File: src/rtl/load_store_unit_pkg.sv
// Shared constants and small helpers for the load/store unit: FSM states,
// access size codes, byte-enable patterns and store-lane alignment.
package load_store_unit_pkg;

  typedef enum logic [1:0] {
    LSU_IDLE   = 2'd0,
    LSU_ACCESS = 2'd1,
    LSU_DONE   = 2'd2
  } lsu_state_t;

  localparam logic [1:0] SZ_BYTE = 2'd0;
  localparam logic [1:0] SZ_HALF = 2'd1;
  localparam logic [1:0] SZ_WORD = 2'd2;

  localparam logic [3:0] BE_NONE    = 4'b0000;
  localparam logic [3:0] BE_BYTE0   = 4'b0001;
  localparam logic [3:0] BE_LO_HALF = 4'b0011;
  localparam logic [3:0] BE_HI_HALF = 4'b1100;
  localparam logic [3:0] BE_WORD    = 4'b1111;

  // Byte takes priority if the decoder ever asserts both size flags.
  function automatic logic [1:0] decode_size(input logic is_byte, input logic is_half);
    logic [1:0] size;
    if (is_byte)
      size = SZ_BYTE;
    else if (is_half)
      size = SZ_HALF;
    else
      size = SZ_WORD;
    return size;
  endfunction

  function automatic logic is_misaligned(input logic [1:0] size, input logic [1:0] offset);
    logic mis;
    case (size)
      SZ_BYTE: mis = 1'b0;
      SZ_HALF: mis = offset[0];
      default: mis = (offset != 2'b00);
    endcase
    return mis;
  endfunction

  function automatic logic [3:0] byte_enables(input logic [1:0] size, input logic [1:0] offset);
    logic [3:0] be;
    case (size)
      SZ_BYTE: be = BE_BYTE0 << offset;
      SZ_HALF: be = offset[1] ? BE_HI_HALF : BE_LO_HALF;
      default: be = BE_WORD;
    endcase
    return be;
  endfunction

  // Replicating the datum puts it on every lane, so byte enables alone pick the target.
  function automatic logic [31:0] align_wdata(input logic [1:0] size, input logic [31:0] data);
    logic [31:0] aligned;
    case (size)
      SZ_BYTE: aligned = {4{data[7:0]}};
      SZ_HALF: aligned = {2{data[15:0]}};
      default: aligned = data;
    endcase
    return aligned;
  endfunction

endpackage

File: src/rtl/load_formatter.sv
// Combinational load result formatter: picks the addressed byte/halfword lane
// out of a memory word and sign- or zero-extends it to 32 bits.
module load_formatter
  import load_store_unit_pkg::*;
(
  input  logic [31:0] word,
  input  logic [1:0]  offset,
  input  logic [1:0]  size,
  input  logic        zero_ext,
  output logic [31:0] result
);

  logic [7:0]  byte_lane;
  logic [15:0] half_lane;
  logic        fill;

  always_comb begin
    byte_lane = word[{offset, 3'b000} +: 8];
    half_lane = offset[1] ? word[31:16] : word[15:0];
    fill      = 1'b0;
    result    = word;
    case (size)
      SZ_BYTE: begin
        fill   = ~zero_ext & byte_lane[7];
        result = {{24{fill}}, byte_lane};
      end
      SZ_HALF: begin
        fill   = ~zero_ext & half_lane[15];
        result = {{16{fill}}, half_lane};
      end
      default: result = word;
    endcase
  end

endmodule

File: src/rtl/load_store_unit.sv
// Memory-stage load/store engine: IDLE/ACCESS/DONE handshake with a word-wide
// byte-enabled data memory, stalling the pipeline until the access completes.
module load_store_unit
  import load_store_unit_pkg::*;
#(
  parameter int ADDR_WIDTH = 32
) (
  input  logic                  clk,
  input  logic                  rst,
  input  logic                  MemRead,
  input  logic                  MemWrite,
  input  logic                  Byte,
  input  logic                  HalfWord,
  input  logic                  ZeroExtention,
  input  logic [ADDR_WIDTH-1:0] addr,
  input  logic [31:0]           wdata,
  output logic [31:0]           rdata,
  output logic                  stall,
  output logic                  misaligned,
  output logic                  mem_req,
  output logic                  mem_we,
  output logic [ADDR_WIDTH-3:0] mem_addr,
  output logic [3:0]            mem_be,
  output logic [31:0]           mem_wdata,
  input  logic                  mem_ready,
  input  logic [31:0]           mem_rdata
);

  lsu_state_t  state;
  logic [1:0]  offset_reg;
  logic [1:0]  size_reg;
  logic        zext_reg;
  logic [31:0] rdata_reg;
  logic [31:0] load_word;

  logic        op;
  logic [1:0]  size_in;
  logic        mis_in;

  assign op      = MemRead | MemWrite;
  assign size_in = decode_size(Byte, HalfWord);
  assign mis_in  = is_misaligned(size_in, addr[1:0]);

  // Gated by rst so an abandoned access releases the pipeline at once.
  always_comb begin
    stall      = 1'b0;
    misaligned = 1'b0;
    if (!rst) begin
      case (state)
        LSU_IDLE: begin
          if (op) begin
            misaligned = mis_in;
            stall      = ~mis_in;
          end
        end
        LSU_ACCESS: stall = 1'b1;
        default: stall = 1'b0;
      endcase
    end
  end

  assign rdata = misaligned ? 32'h0 : rdata_reg;

  load_formatter u_load_formatter (
    .word     (mem_rdata),
    .offset   (offset_reg),
    .size     (size_reg),
    .zero_ext (zext_reg),
    .result   (load_word)
  );

  always_ff @(posedge clk or posedge rst) begin
    if (rst) begin
      state      <= LSU_IDLE;
      mem_req    <= 1'b0;
      mem_we     <= 1'b0;
      mem_addr   <= '0;
      mem_be     <= BE_NONE;
      mem_wdata  <= 32'h0;
      offset_reg <= 2'b00;
      size_reg   <= SZ_WORD;
      zext_reg   <= 1'b0;
      rdata_reg  <= 32'h0;
    end else begin
      case (state)
        LSU_IDLE: begin
          if (op) begin
            if (mis_in) begin
              rdata_reg <= 32'h0;
            end else begin
              mem_req    <= 1'b1;
              mem_we     <= MemWrite;
              mem_addr   <= addr[ADDR_WIDTH-1:2];
              mem_be     <= byte_enables(size_in, addr[1:0]);
              mem_wdata  <= align_wdata(size_in, wdata);
              offset_reg <= addr[1:0];
              size_reg   <= size_in;
              zext_reg   <= ZeroExtention;
              state      <= LSU_ACCESS;
            end
          end
        end
        LSU_ACCESS: begin
          if (mem_ready) begin
            mem_req <= 1'b0;
            if (!mem_we)
              rdata_reg <= load_word;
            state <= LSU_DONE;
          end
        end
        LSU_DONE: state <= LSU_IDLE;
        default:  state <= LSU_IDLE;
      endcase
    end
  end

endmodule

File: config.mk
export PLATFORM = sky130hd
export DESIGN_NAME = load_store_unit
export DESIGN_NICKNAME = d
export VERILOG_FILES = /design/src/rtl/load_store_unit_pkg.sv /design/src/rtl/load_formatter.sv /design/src/rtl/load_store_unit.sv
export SDC_FILE = /design/constraint.sdc
export NUM_CORES = 1
export LEC_CHECK = 0
export ABC_CLOCK_PERIOD_IN_PS = 3130
export BUFFER_PORTS_ARGS = -buffer_cell sky130_fd_sc_hd__buf_4
export CAP_MARGIN = 20
export CORE_AREA = 2 2 110 112
export DETAILED_ROUTE_END_ITERATION = 10
export DIE_AREA = 0 0 112 114
export PLACE_DENSITY = 0.76
export SLEW_MARGIN = 20
export SYNTH_ARGS = -nofsm -noshare
export SYNTH_HDL_FRONTEND = slang
export SYNTH_SLANG_ARGS = --single-unit
export TNS_END_PERCENT = 20
File: constraint.sdc
create_clock -name clk -period 3.13 [get_ports clk]
set_input_delay 0.1565 -clock clk [delete_from_list [all_inputs] [get_ports clk]]
set_output_delay 0.1565 -clock clk [all_outputs]
set_load 0.01 [all_outputs]
==> results of run 1 <==
==> per-layer routing <==
| metal | part of all wire | GRT usage | vias to the layer above |
|---|---|---|---|
| met5 | 0 | 0 | - |
| met1 | 0.41 | 0.2604 | 2019 |
| met3 | 0.072 | 0.05792 | 21 |
| li1 | - | - | 1953 |
| met2 | 0.49 | 0.3588 | 151 |
| met4 | 0.022 | 0.07886 | 0 |
==> cell usage after synthesis, types with 2 or more instances <==
cell	number
buf_1	2
mux2_2	49
a21oi_1	19
a221o_1	10
nand3_1	2
nand2b_1	9
nand2_1	29
a221o_2	6
clkbuf_1	13
inv_1	11
o211ai_1	2
or3_1	7
o21ai_0	23
nor2_1	26
dfrtp_1	106
buf_2	13
a32o_1	8
a31oi_1	8
mux2i_1	23
buf_6	2
or2_2	2
and2_1	32
o2bb2ai_1	9
o221ai_1	8
==> worst max-delay path, delay by kind of cell (launching register included) <==
family / cells / cell delay, ps
AO/OA/AOI/OAI: 1 / 140
AND/OR/NAND/NOR: 3 / 1290
buffers and inverters: 1 / 140
flip-flops: 1 / 430
==> power groups by stage <==
stage	logic, mW	clock network, mW	registers, mW
floorplan	1.54	0	2.58
CTS	3.03	1.22	2.50
global placement	2.98	0	2.48
global route	3.26	1.28	2.59
detailed placement	3.03	0	2.51
finish	3.00	1.20	2.50
==> cell usage in the layout, fill, tap and decap left out, types with 2 or more instances in the layout <==
cell type,n
a21oi_1,19
o2bb2ai_1,9
mux2_2,49
mux2i_1,23
and2_1,32
buf_4,209
nand2b_1,9
o221ai_1,8
nand2_1,29
a31oi_1,8
a32o_1,8
bufinv_16,2
clkbuf_1,3
a221o_1,10
or3_1,7
inv_1,10
o21ai_0,23
clkinvlp_4,2
nand3_1,2
nor2_1,26
or2_2,2
o211ai_1,2
dfrtp_1,106
a221o_2,6
clkbuf_16,9
==> layout make-up <==
class                   count  area, µm²
repair buffers            211       1599
flip-flops and latches    107       2679
multi-input cells         288       2170
well taps                 147      183.9
clock buffers              12      236.5
clock inverters             4      75.07
inverters                  11      43.79
fillers                   976       4725
==> cell families (layout without fill, tap and decap cells) <==
kind of cell           Yosys count  after routing  synth area share
AOI/OAI and AO/OA               98             98            0.1494
muxes                           73             73            0.1583
DFF                            107            107            0.5322
and+or+nand+nor                117            117            0.1233
buffers and inverters           41            238           0.03679
==> worst max path at each step <==
stage	from	end	slack, ps
floorplan	rst	mem_addr[0]	160
global placement	size_reg[0]	rdata_reg[26]	1000
detailed placement	size_reg[0]	rdata_reg[18]	870
CTS	state[0]	rdata[9]	590
global route	state[0]	rdata[21]	410
finish	state[0]	rdata[9]	610
==> stage by stage <==
| stage | power, mW | cells |
|---|---|---|
| 3_3_place_gp | 5.456 | 763 |
| 2_1_floorplan | 4.121 | 436 |
| 4_1_cts | 6.753 | 780 |
| 3_5_place_dp | 5.543 | 763 |
| 6_report | 6.688 | 780 |
| 5_1_grt | 7.130 | 780 |
==> repair_timing <==
action | CTS | global route
endpoints found under the hold margin | 54 | 0
setup buffers | 0 | 0
hold buffers | 1 | 0
==> reports/results.tsv, run 1 <==
metric	value	unit
status	completed	
worst hold margin	43.01	ps
Setup TNS	0	ps
LEAKAGE	3.290	nW
root buf cell	clkbuf_16	
Synth Net Count	540	
Cells after Synth	436	
Fmax	396.8	MHz
Max clock buf depth	2	
CP max FO	33	
# resized after CTS	0	
routed len/inst	16.91	µm
pre-CTS setup slack	873.6	ps
Initial DRC Count	154	
layout net count	732	
critical path arrival	2360	ps
Crit path required time	2970	ps
critical setup path kind	reg2out	
DRT Pass-1 Iters	6	
Yosys reg bits	107	
die area	12770	µm²
drt drc	0	
CTS tree	yes	
total grt overflow	0	
initial core utilization	0.4298	
Critical Path Slowest Stage Cell	or4_1	
max_cap viols	0	
Final ANT Viol Nets	0	
Seq/Total Area, Yosys	0.5322	
power per cell area	957.3	nW/µm²
Ports	206	
critical register-to-register path endpoint	rdata_reg[29]	
Final setup violation count	0	
Worst Hold Class	in2reg	
GRT Resource Usage Total	0.2114	
Main synth FF type	dfrtp_1	
Sw Pwr	2.301	mW
ant diodes	0	
TritonCTS Sinks	107	
Distinct cells, synth	41	
Crit. End Element	primary output	
cell area after synthesis	5034	µm²
Worst R2R Start	size_reg[0]	
Hold Path End	mem_addr[27]	
worst IR drop on VDD	0.5193	mV
Pins Over Slew Limit	0	
syn avg cell area	11.54	µm²
IO Port Bufs	205	
Cell Rows	40	
Worst setup SP type	register	
synth warn	0	
Least-Margin Pin Slew	980.1	ps
RSZ-0062 raised after global routing	no	
clock power share	0.179	
vias in the first global route	4288	
area added between synthesis and finish	38.80	%
Final Hold Viols	0	
Chip Height	114	µm
dpl hpwl	9867	µm
Post-synth EDFFs	0	
gp weighted congestion	0.8125	
clk_lat worst skew	340	ps
core area	11710	µm²
slew margin rel.	0.3442	
top post-synthesis cells by area	dfrtp_1 (53%), mux2_2 (11%), mux2i_1 (4.6%)	
CTS HTree Levels	3	
Layout Cell Area excl Fill	6987	µm²
switching share of total power	0.3440	
Reg power frac	0.373	
CP cell instances	nor2_1 > o21ai_0 > or4_1 > and2_1 > buf_4	
Synth top area share	0.5270	
final worst slack	609.8	ps
first-pass GRT wire length	21490	µm
R2R cell count	4	
TritonCTS Buffers	9	
Worst path max stage delay	790	ps
largest net degree at the start of global routing	80	
Logic pwr share	0.448	
fin crit share	0.8052	
Worst Hold Launch	addr[29]	
Final min period	2520	ps
Synth area leader	dfrtp_1	
clk_skew	6.391	ps
Hold Path Depth	2	
Async SR Flop Fraction	1.000	
Die Wd	112	µm
Area after DPL	6665	µm²
Worst R2R Setup Slack	860	ps
number of antenna violations at the first check in global routing	0	
Via Count	4144	
via-per-instance ratio	5.313	
Post-Route Utilization	0.5966	
P_int	4.387	mW
share of cells above drive strength 1	0.4550	
WL final	13190	µm
Clock transition at path regs	70	ps
(Power assumes the default switching activity.)
==> inputs of run 2 (changes only) <==
Settings changed: ABC_CLOCK_PERIOD_IN_PS 3130 to 2400, CORE_AREA 2 2 110 112 to 2 2 109 111, DIE_AREA 0 0 112 114 to 0 0 111 113, PLACE_DENSITY 0.76 to 0.75.
Clock period 3.13 ns to 2.4 ns, I/O delays scaled along.
==> run 2 against run 1 <==
Effect of this change: sequential cell count did not move; routed wire length is 1.1% higher; via count did not move; cell area up 1.8%; sequential power grew 28%; critical path depth rose by 1; sequential share of layout area shrank 0.67 points; setup slack worse by 360 ps; utilization increased by 3.4 points; worst hold slack worse by 30 ps; clock skew decreased by 1.0 ps; clock power grew 45%; critical path type unchanged; critical endpoint is now rdata[8]; largest power group unchanged.
==> reports/results.tsv, run 2 (synthesis results as in run 1) <==
metric	value	unit	change
status	completed		unchanged
commonest non-fill, non-tap cells in the layout	buf_4 (216), dfrtp_1 (106), mux2_2 (49)		was buf_4 (209), dfrtp_1 (106), mux2_2 (49)
# resized after CTS	0		unchanged
via-per-instance ratio	5.279		was 5.313
worst IR drop on VDD	0.6301	mV	was 0.5193 mV
Worst R2R Setup Slack	300	ps	was 860 ps
Worst R2R Start	offset_reg[1]		was size_reg[0]
layout net count	741		was 732
max_cap viols	0		unchanged
Worst Hold Launch	addr[21]		was addr[29]
Chip Height	113	µm	was 114 µm
ant diodes	0		unchanged
largest net degree at the start of global routing	85		was 80
DRT Pass-1 Iters	5		was 6
drt drc	0		unchanged
initial core utilization	0.4466		was 0.4298
critical path arrival	2030	ps	was 2360 ps
DRT met1 WL	5317	µm	was 5440 µm
GRT Resource Usage Total	0.2154		was 0.2114
root buf cell	clkbuf_16		unchanged
area added between synthesis and finish	41.29	%	was 38.80%
number of fill cells	906		was 976
Die Wd	111	µm	was 112 µm
Layout Cell Area excl Fill	7112	µm²	was 6987 µm²
LEAKAGE	3.365	nW	was 3.290 nW
critical setup path kind	reg2out		unchanged
number of antenna violations at the first check in global routing	0		unchanged
Worst setup SP type	register		unchanged
Least-Margin Pin Slew	625.7	ps	was 980.1 ps
Pins Over Slew Limit	0		unchanged
Hold Path Depth	2		unchanged
Final setup violation count	0		unchanged
clk_lat worst skew	340	ps	about the same
Crit. End Element	primary output		unchanged
WL final	13330	µm	was 13190 µm
Via Count	4144		unchanged
Worst Hold Class	in2reg		unchanged
TritonCTS Buffers	9		unchanged
routed len/inst	16.99	µm	was 16.91 µm
most common cell after layout, fill and taps aside	buf_4		unchanged
Crit path required time	2280	ps	was 2970 ps
dpl hpwl	10190	µm	was 9867 µm
slew margin rel.	0.5820		was 0.3442
Clock transition at path regs	60	ps	was 70 ps
Fmax	464.3	MHz	
Final ANT Viol Nets	0		unchanged
vias in the first global route	4387		was 4288
Hold Path End	mem_addr[19]		was mem_addr[27]
IO Port Bufs	205		unchanged
WL met3	1120	µm	was 946 µm
RSZ-0062 raised after global routing	no		unchanged
critical register-to-register path endpoint	rdata_reg[26]		was rdata_reg[29]
top layer in use	met4		unchanged
Final Hold Viols	0		unchanged
clk_skew	5.343	ps	was 6.391 ps
CTS HTree Levels	3		unchanged
Initial DRC Count	159		was 154
Cell Rows	39		was 40
CTS tree	yes		unchanged
Setup TNS	0	ps	unchanged
TritonCTS Sinks	107		unchanged
DR WL met2	6748	µm	was 6517 µm
Final min period	2154	ps	
gp weighted congestion	0.8079		was 0.8125
worst hold margin	12.75	ps	was 43.01 ps
die area	12540	µm²	was 12770 µm²
fin crit share	0.8975		
Ports	206		unchanged
Area after DPL	6734	µm²	was 6665 µm²
first-pass GRT wire length	21800	µm	was 21490 µm
Max clock buf depth	2		unchanged
R2R cell count	5		was 4
CP max FO	33		unchanged
core area	11270	µm²	was 11710 µm²
total grt overflow	0		unchanged
power per cell area	1264	nW/µm²	was 957.3 nW/µm²
share of cells above drive strength 1	0.4626		was 0.4550
==> run 2: cell types whose count changed in the layout (fill, tap and decap cells not counted), sizes merged <==
cell	previous run	this run
bufinv	2	4
buf	210	218
clkinvlp	2	1
clkinv	0	1
inv	11	10
dlygate4sd3	1	2
clkbuf	12	11
==> run 2: worst max path at each step <==
| stage | startpoint | end | slack [ps] | cells past startpoint |
|---|---|---|---|---|
| 2_1_floorplan | offset_reg[1] | rdata_reg[16] | 580 | 6 |
| 3_3_place_gp | offset_reg[1] | rdata_reg[26] | 390 | 5 |
| 3_5_place_dp | offset_reg[1] | rdata_reg[31] | 350 | 5 |
| 4_1_cts | state[0] | rdata[7] | 230 | 6 |
| 5_1_grt | state[0] | rdata[7] | 120 | 6 |
| 6_report | state[0] | rdata[8] | 250 | 6 |
==> run 2: metal layers <==
layer  vias up  GRT usage
met1      2000     0.2596
met3        13    0.07177
met4         0    0.05750
met2       154     0.3734
met5         -          0
li1       1977          -
==> run 2: cell type report <==
type | count | area (µm²) | share of cell area
flip-flops and latches | 107 | 2679 | 0.3767
multi-input cells | 288 | 2170 | 0.3051
repair buffers | 220 | 1682 | 0.2365
clock buffers | 11 | 232.7 | 0.03272
well taps | 143 | 178.9 | 0.02516
clock inverters | 5 | 125.1 | 0.01759
inverters | 11 | 45.04 | 0.006334
==> run 2: through the flow <==
stage / setup WS (ps) / std cells / util / power (mW)
2_1_floorplan: 584.9 / 436 / - / 5.374
3_3_place_gp: 385.8 / 767 / 0.5974 / 7.172
3_5_place_dp: 354.1 / 767 / 0.5974 / 7.309
4_1_cts: 225.6 / 784 / 0.6300 / 9.090
5_1_grt: 117.6 / 785 / 0.6309 / 9.561
6_report: 246.1 / 785 / 0.6309 / 8.987
==> run 2: what timing repair did <==
| action | 4_1_cts | 5_1_grt |
|---|---|---|
| hold buffers | 1 | 1 |
| setup buffers | 0 | 0 |
| hold endpoints to repair | 24 | 1 |
==> run 2: worst max-delay path: stages (launching register included) <==
cell and delay (ps):
dfrtp_1 420, nor2_1 150, o21ai_0 140, or4_1 410
buf_4 220, and2_1 200, buf_4 140
==> run 2: power breakdown <==
group          switching [mW]  internal, mW
sequential              0.533          2.67
combinational            1.87          2.17
clock                   0.617          1.12
total                    3.02          5.97
==> inputs of run 3 (changes only) <==
Settings changed: REMOVE_ABC_BUFFERS set to 1, SLEW_MARGIN 20 to 0.
==> run 3 against run 2 <==
Effect of this change: sequential share of layout area rose by 0.10 points; first-iteration DRC count rose by 38%; sequential power barely moved; cell area fell by 0.26%.
==> reports/results.tsv, run 3 (synthesis results as in run 1) <==
metric	value	unit	change
Fmax	464.0	MHz	was 464.3 MHz
CTS tree	yes		unchanged
Final ANT Viol Nets	0		unchanged
slew margin rel.	0.4138		was 0.5820
Crit. End Element	primary output		unchanged
dpl hpwl	10310	µm	was 10190 µm
first-pass GRT wire length	22200	µm	was 21800 µm
R2R cell count	4		was 5
CTS HTree Levels	3		unchanged
Worst R2R Setup Slack	310	ps	was 300 ps
Initial DRC Count	220		was 159
Final setup violation count	0		unchanged
TritonCTS Sinks	107		unchanged
Final Hold Viols	0		unchanged
Sw Pwr	3.056	mW	was 3.018 mW
Crit path required time	2280	ps	about the same
RSZ-0062 raised after global routing	no		unchanged
commonest non-fill, non-tap cells in the layout	buf_4 (216), dfrtp_1 (106), mux2_2 (49)		unchanged
fin crit share	0.8981		was 0.8975
switching share of total power	0.3450		was 0.3358
initial core utilization	0.4466		unchanged
Worst Hold Launch	addr[5]		was addr[21]
Post-Route Utilization	0.6293		was 0.6309
die area	12540	µm²	unchanged
most common cell after layout, fill and taps aside	buf_4		unchanged
via-per-instance ratio	5.345		was 5.279
clock power share	0.179		was 0.194
WL final	13720	µm	was 13330 µm
CP max FO	33		unchanged
critical path arrival	2040	ps	was 2030 ps
Worst setup SP type	register		unchanged
largest net degree at the start of global routing	55		was 85
total grt overflow	0		unchanged
Reg power frac	0.364		was 0.357
Pins Over Slew Limit	0		unchanged
Die Wd	111	µm	unchanged
status	completed		unchanged
Placed Cells	768		was 767
Chip Height	113	µm	unchanged
Final Non-Filler Cells	786		was 785
DRT Pass-1 Iters	4		was 5
layout net count	742		was 741
LEAKAGE	3.361	nW	was 3.365 nW
root buf cell	clkbuf_16		unchanged
clk_lat worst skew	330	ps	was 340 ps
Final min period	2155	ps	was 2154 ps
Area after DPL	6753	µm²	was 6734 µm²
Ports	206		unchanged
IO Port Bufs	205		unchanged
GRT Resource Usage Total	0.2200		was 0.2154
Setup TNS	0	ps	unchanged
TritonCTS Buffers	9		unchanged
number of antenna violations at the first check in global routing	0		unchanged
max_cap viols	0		unchanged
worst IR drop on VDD	0.6615	mV	was 0.6301 mV
P_int	5.803	mW	was 5.970 mW
clk_skew	5.409	ps	was 5.343 ps
Clock transition at path regs	70	ps	was 60 ps
Max clock buf depth	2		unchanged
area added between synthesis and finish	40.91	%	was 41.29%
ant diodes	0		unchanged
Overall Power	8.859	mW	was 8.987 mW
Layout Cell Area excl Fill	7093	µm²	was 7112 µm²
vias in the first global route	4381		was 4387
drt drc	0		unchanged
Cell Rows	39		unchanged
Hold Path Depth	2		unchanged
Worst Hold Class	in2reg		unchanged
Setup Buffers After CTS	0		unchanged
share of cells above drive strength 1	0.4635		was 0.4626
Logic pwr share	0.457		was 0.450
gp weighted congestion	0.8578		was 0.8079
Via Count	4201		was 4144
critical register-to-register path endpoint	rdata_reg[15]		was rdata_reg[26]
Least-Margin Pin Slew	879.3	ps	was 625.7 ps
power per cell area	1249	nW/µm²	was 1264 nW/µm²
Hold Path End	mem_addr[3]		was mem_addr[19]
core area	11270	µm²	unchanged
critical setup path kind	reg2out		unchanged
Worst R2R Start	state[0]		was offset_reg[1]
routed len/inst	17.45	µm	was 16.99 µm
-- run 3: changes by cell type in the layout (fill, tap and decap cells not counted), sizes merged --
cell	delta
clkinvlp	-1
buf	+1
bufinv	-2
clkbuf	+1
inv	+1
clkinv	+1
-- run 3: layer usage --
metal  global-route usage  part of all wire  wire (µm)
met5                    0                 0          0
met3              0.07392             0.089       1218
met1               0.2733              0.41       5555
met4              0.05833             0.013        183
met2               0.3718              0.49       6759
-- run 3: worst max-delay path, stage by stage, from the launching register on --
cell	delay [ps]
dfrtp_1	410
nor2_1	160
o21ai_0	140
or4_1	410
buf_4	230
and2_1	200
buf_4	140
-- run 3: metrics by stage --
step | worst slack [ps] | hold slack (ps)
2_1_floorplan | -1378 | 236.8
3_3_place_gp | 358.9 | 294.2
5_1_grt | 81.54 | 1.586
3_5_place_dp | 292.5 | 302.0
6_report | 244.6 | 11.90
4_1_cts | 227.5 | 0.5609
-- run 3: area by class of cell --
class | instances | area (µm²)
clock buffers | 12 | 246.5
clock inverters | 4 | 73.82
fillers | 918 | 4179
inverters | 11 | 43.79
multi-input cells | 288 | 2170
flip-flops and latches | 107 | 2679
well taps | 143 | 178.9
repair buffers | 221 | 1702
-- run 3: power by group through the flow --
stage | Combinational (mW) | Clock [mW] | Sequential, mW
after floorplan | 1.86 | 0 | 3.44
after global placement | 4.01 | 0 | 3.19
after detailed placement | 4.10 | 0 | 3.24
after CTS | 4.11 | 1.61 | 3.22
after global routing | 4.40 | 1.70 | 3.33
final | 4.05 | 1.59 | 3.22
-- run 3: how the worst max path moves through the flow --
stage,start,to,depth (start not counted)
floorplan,state[0],mem_be[3],4
global placement,HalfWord,rdata_reg[15],6
detailed placement,Byte,rdata_reg[10],6
CTS,state[0],rdata[11],6
global route,state[0],rdata[11],6
finish,state[0],rdata[7],6
-- run 3: repair_timing --
action	4_1_cts	5_1_grt
hold buffers	1	1
endpoints found under the hold margin	50	1
gates resized for setup	0	0
setup endpoints to repair	0	0
